## src/rtl/product_display_pkg.sv

```systemverilog
// product_display_pkg: shared FSM states, segment patterns and digit counts for product_display.
package product_display_pkg;
   typedef enum logic [1:0] {IDLE, CONV, COMMIT} state_t;
   localparam int NUM_DIGITS = 6;
   localparam int BCD_DIGITS = 5;
   localparam logic [6:0] SEG_BLANK = 7'b1111111;
   localparam logic [6:0] SEG_MINUS = 7'b0111111;
   localparam logic [6:0] SEG_DIGIT [10] = '{
      7'b1000000, 7'b1111001, 7'b0100100, 7'b0110000, 7'b0011001,
      7'b0010010, 7'b0000010, 7'b1111000, 7'b0000000, 7'b0010000
   };
endpackage

```

## src/rtl/seg7_decode.sv

```systemverilog
// seg7_decode: BCD nibble to active-low {g..a} pattern; non-decimal or blanked nibbles go dark.
module seg7_decode
   import product_display_pkg::*;
(
   input  logic [3:0] nibble,
   input  logic       blank,
   output logic [6:0] seg
);
   always_comb seg = (blank || nibble > 4'd9) ? SEG_BLANK : SEG_DIGIT[nibble];
endmodule

```

## src/rtl/product_display.sv

```systemverilog
// product_display: Booth product to sign + 5 BCD digits on a scanned 6-digit common-anode display.
// Define PRODUCT_DISPLAY_BLANK_EN to blank leading zeros (units digit always shown).
module product_display
   import product_display_pkg::*;
#(
   parameter int SCAN_DIV = 16,
   parameter int SCAN_W   = 16
)(
   input  logic        clock,
   input  logic        reset,
   input  logic [15:0] product,
   input  logic        valid,
   output logic [6:0]  seg,
   output logic [5:0]  an,
   output logic        busy,
   output logic        done
);
   state_t            state;
   logic [15:0]       mag;
   logic [19:0]       bcd, bcd_adj;
   logic [4:0]        cnt;
   logic              sign, neg;
   logic [3:0]        dig [BCD_DIGITS];
   logic [SCAN_W-1:0] pre;
   logic [2:0]        idx, nidx;
   logic [4:0]        lz;
   logic [3:0]        nib;
   logic              blk, wrap;
   logic [6:0]        dec;

   always_comb begin
      bcd_adj = bcd;
      for (int k = 0; k < BCD_DIGITS; k++)
         bcd_adj[k*4 +: 4] = bcd[k*4 +: 4] >= 4'd5 ? bcd[k*4 +: 4] + 4'd3 : bcd[k*4 +: 4];
   end

   always_ff @(posedge clock or negedge reset)
      if (!reset) begin
         state <= IDLE;
         busy  <= 1'b0;
         done  <= 1'b0;
         mag   <= '0;
         bcd   <= '0;
         cnt   <= '0;
         sign  <= 1'b0;
         neg   <= 1'b0;
         for (int k = 0; k < BCD_DIGITS; k++) dig[k] <= '0;
      end else begin
         done <= 1'b0;
         case (state)
            IDLE: if (valid) begin
               sign  <= product[15];
               mag   <= product[15] ? ~product + 16'd1 : product;
               bcd   <= '0;
               cnt   <= 5'd16;
               busy  <= 1'b1;
               state <= CONV;
            end
            CONV: begin
               {bcd, mag} <= {bcd_adj[18:0], mag, 1'b0};
               cnt        <= cnt - 5'd1;
               if (cnt == 5'd1) begin
                  state <= COMMIT;
                  done  <= 1'b1;
               end
            end
            COMMIT: begin
               for (int k = 0; k < BCD_DIGITS; k++) dig[k] <= bcd[k*4 +: 4];
               neg   <= sign;
               busy  <= 1'b0;
               state <= IDLE;
            end
            default: state <= IDLE;
         endcase
      end

   // lz[k]: digit k and every digit above it are zero
   always_comb begin
      lz = '0;
`ifdef PRODUCT_DISPLAY_BLANK_EN
      lz[4] = dig[4] == 4'd0;
      for (int k = 3; k > 0; k--) lz[k] = lz[k+1] && dig[k] == 4'd0;
`endif
   end

   always_comb begin
      wrap = pre == SCAN_W'(SCAN_DIV - 1);
      nidx = wrap ? (idx == 3'(NUM_DIGITS - 1) ? 3'd0 : idx + 3'd1) : idx;
      nib  = nidx < 3'd5 ? dig[nidx] : 4'd0;
      blk  = nidx < 3'd5 ? lz[nidx] : 1'b0;
   end

   seg7_decode u_dec (.nibble(nib), .blank(blk), .seg(dec));

   // seg/an are refreshed every cycle from the index about to take effect
   always_ff @(posedge clock or negedge reset)
      if (!reset) begin
         pre <= '0;
         idx <= '0;
         seg <= SEG_BLANK;
         an  <= 6'b111111;
      end else begin
         pre <= wrap ? '0 : pre + SCAN_W'(1);
         idx <= nidx;
         an  <= ~(6'd1 << nidx);
         seg <= nidx == 3'(NUM_DIGITS - 1) ? (neg ? SEG_MINUS : SEG_BLANK) : dec;
      end
endmodule
```

## config.mk

```make
export PLATFORM = sky130hd
export DESIGN_NAME = product_display
export DESIGN_NICKNAME = d
export VERILOG_FILES = /design/src/rtl/product_display_pkg.sv /design/src/rtl/seg7_decode.sv /design/src/rtl/product_display.sv
export SDC_FILE = /design/constraint.sdc
export NUM_CORES = 1
export LEC_CHECK = 0
export CORE_ASPECT_RATIO = 0.8
export CORE_MARGIN = 3
export CORE_UTILIZATION = 61
export CTS_BUF_LIST = sky130_fd_sc_hd__clkbuf_8
export CTS_CLUSTER_DIAMETER = 50
export CTS_CLUSTER_SIZE = 8
export DETAILED_ROUTE_END_ITERATION = 6
export PLACE_DENSITY_LB_ADDON = 0.15
export SKIP_CTS_REPAIR_TIMING = 1
export SLEW_MARGIN = 20
export SYNTH_ARGS = -nofsm -noshare
export SYNTH_HDL_FRONTEND = slang
export SYNTH_SLANG_ARGS = --single-unit
```

## constraint.sdc

```tcl
create_clock -name clock -period 3.7 [get_ports clock]
set_input_delay 0.74 -clock clock [delete_from_list [all_inputs] [get_ports clock]]
set_output_delay 0.74 -clock clock [all_outputs]
set_load 0.03 [all_outputs]
```

==> results of run 1 <==
[cells in the mapped netlist (all sizes together) (2+ instances only)]
cell and instances:
xnor2 18, nand2 42, and2 3, a32oi 3, nand2b 10, a22oi 14
nor3 4, a31oi 4, nor4 2, nor2 32, mux2 14, o22ai 3
nand3b 3, nand3 22, nor2b 8, inv 26, mux2i 6, xor2 19
dfrtp 86, a32o 5, ha 19, o41ai 3, a21oi 20, o32ai 4
clkbuf 18, and3 5, nor3b 2, o21ai 53, or4 7, o31ai 10
or3 4, a221o 2, buf 6, dfstp 13
[final cells by class]
cell class	instances	area, um^2
flip-flops and latches	99	2490
fillers	594	2220
clock buffers	10	138
clock inverters	6	111
multi-input cells	356	2380
well taps	108	135
repair buffers	43	403
inverters	26	97.6
[sequential cells by signal (all words and copies together), names as in the netlist]
register and count:
sign 1, busy 1, cnt 5, an 6
seg 7, dig 20, neg 1, done 1
pre 16, bcd 20, mag 16, idx 3
state 2
[path summary, 6_finish.rpt]
path	start	to	slack (ps)
max in group asynchronous	reset	bcd[2]$_DFFE_PN0P_	2480
min	neg$_DFFE_PN0P_	seg[6]$_DFF_PN1_	430
min reg2reg	neg$_DFFE_PN0P_	seg[6]$_DFF_PN1_	430
min in group asynchronous	reset	idx[1]$_DFF_PN0_	460
max	pre[4]$_DFF_PN0_	seg[5]$_DFF_PN1_	290
max reg2reg	pre[4]$_DFF_PN0_	seg[5]$_DFF_PN1_	290
[routing by layer]
metal  vias up  track usage (%)  share of wire (%)
li1       1846                -                  -
met1      1920             33.3                 46
met2        90             37.4                 48
met3        15             7.04                4.4
met4         0             8.14                1.4
met5         -                0                  0
[cells by family after synthesis]
family	after synthesis
AOI/OAI and AO/OA	133
xor gates and xnor gates	37
adders and majority gates	19
buffers and inverters	50
DFF	99
muxes	20
and+or+nand+nor	147
[metrics by stage]
stage               setup slack (ps)  hold WS, ps  power (mW)
floorplan                        270          398        2.69
global placement                 420          424        3.04
detailed placement               303          426        3.13
CTS                              275          444        3.99
global route                    27.6          476        4.27
finish                           293          434        3.97
[power groups by stage]
stage	Clock [mW]	Sequential (mW)	Combinational, mW
final	0.838	1.70	1.43
after global routing	0.918	1.74	1.62
after CTS	0.862	1.69	1.44
after detailed placement	0	1.71	1.42
after global placement	0	1.70	1.34
after floorplan	0	1.70	0.996
[worst max-delay path, delay by kind of cell, from the launching register on]
| kind | cells | cell delay (ps) |
|---|---|---|
| xor+xnor | 1 | 250 |
| buf+inv | 4 | 570 |
| compound gates | 4 | 460 |
| fa+ha+maj | 1 | 180 |
| flops | 1 | 440 |
| simple gates | 4 | 1420 |
==> results.toml, run 1 <==
[power]
switching_power_mw = 1.46
p_clk_share_pct = 21.1
pwr-share-seq_pct = 42.8
intPower_mw = 2.51
vdd_drop_max_mv = 0.462
power.leakage_nw = 2.53
power_density_nw_per_um2 = 689
switching_share_pct = 36.7
pwr-share-comb_pct = 36.1

[cells_and_area]
final_cell_mix = "dfrtp_1, o21ai_0, nand2_1"
nNetsFinal = 573
fin_area_um2 = 5760
area_growth_pct = 13.9
layout.cells.non_filler = 648
finalCoreUtilization_pct = 72.1
drive_gt1_share_pct = 11.1
diodes = 0
final_common_cell = "dfrtp_1"

[global_route]
antenna_found_initial = 0
track_usage_pct = 24.3
grt_pass1_wl_um = 17900
grt_max_degree = 67
grt_overflow = 0
grt_pass1_vias = 3723

[logic_synthesis]
yosysSeqAreaShare_pct = 49.3
syn_nets = 543
ys_warn_count = 0
synth_top_area_share_pct = 42.6
synthArstFlopShare_pct = 100
synth_edf_count = 0
ys.flop_type = "dfrtp_1"
synth_cell_types = 56
synth_compound_area_share_pct = 16.9
ys_top_cells_by_area = "dfrtp_1, dfstp_2, o21ai_0"
synth_top_area_cell = "dfrtp_1"
avgSynthCellArea_um2 = 10.0
synth-xor-area-share_pct = 6.41
synthSimpleGateAreaFrac_pct = 14.6
syn_area_um2 = 5060
synth_top_family_by_area = "compound AO/OA/AOI/OAI gates"
postSynthCellCount = 505
ys_ff_latch = 99
synthMuxAreaShare_pct = 4.31
synthAdderAreaFrac_pct = 4.70

[detailed_routing]
viasPerCell = 5.97
drt_iter0_drc = 219
wl_um = 10400
num_vias = 3871
drc = 0
wl_per_cell_um = 16.1
dr.pass1.iters = 6
ant_nets = 0

[timing]
setup_tns_ps = 0
finalCritPeriodShare_pct = 92.1
fin_crit_ps = 3410
rsz0062_at_grt = "false"
slew_violations = 0
max_freq_mhz = 294
slew-limit-headroom_pct = 27.6
tightest_slew_ps = 1080
setup_violations = 0
clock_skew_ps = 14.4
final_hold_viol_count = 0

[worst_setup_path]
worstSetupStartpointType = "flip-flop"
cpMaxStageDelayCell = "or4_4"
cp_cell_sequence = "or4_4 -> nor4_4 -> buf_4 -> xnor2_1 -> nand2_1 -> a21oi_1 -> a211oi_1 -> buf_4 -> inv_1 -> ha_1 -> inv_1 -> or4_1 -> a21oi_1 -> o21ai_1"
cp_max_fo = 21
worst-r2r-cell-count = 14
critical_path_class = "flip-flop to flip-flop"
required_ps = 3990
cp-end-kind = "flip-flop"
critPathMaxStageDelay_ps = 580
critPathArrivalTime_ps = 3700

[clock_network]
cts_buffers = 9
cts_max_path_buffers = 2
h-tree-depth = 3
cts-root-buf = "clkbuf_8"
clk_pin_slew_ps = 100
cts_tree = "built"
worst_skew_pair.late_latency_ps = 380
cts_num_sinks = 99

[placed_design]
numPortBuffers = 33
dp_cells = 632
gp_congestion = 0.935
dpl_cell_area_um2 = 5510
dp_hpwl_um = 7290

[floorplanning]
row_count = 29
die_y_um = 87.4
dieWidth_um = 108
io_pins = 34
start_util_pct = 63.3
core-area_um2 = 7980
dieArea_um2 = 9420

[outcome]
outcome = "finished clean"

[job]
max_cap_viol_count = 0

[worst_hold_path]
min_path_cells = 1
min_path_type = "flip-flop to flip-flop"
No activity file was read; power rests on OpenSTA's default activity.
==> inputs of run 2 (changes only) <==
--- a/config.mk
+++ b/config.mk
@@ -14,6 +14,7 @@
 export DETAILED_ROUTE_END_ITERATION = 6
 export PLACE_DENSITY_LB_ADDON = 0.15
 export SKIP_CTS_REPAIR_TIMING = 1
+export SKIP_LAST_GASP = 1
 export SLEW_MARGIN = 20
 export SYNTH_ARGS = -nofsm -noshare
 export SYNTH_HDL_FRONTEND = slang
==> results of run 2 <==
Same layout as run 1: the final DEF is identical, and so are final timing and power.
==> inputs of run 3 (changes only) <==
--- a/config.mk
+++ b/config.mk
@@ -12,6 +12,7 @@
 export CTS_CLUSTER_DIAMETER = 50
 export CTS_CLUSTER_SIZE = 8
 export DETAILED_ROUTE_END_ITERATION = 6
+export HOLD_SLACK_MARGIN = 0.05
 export PLACE_DENSITY_LB_ADDON = 0.15
 export SKIP_CTS_REPAIR_TIMING = 1
 export SKIP_LAST_GASP = 1
==> results of run 3 <==
Same layout as run 1: the final DEF is identical, and so are final timing and power.
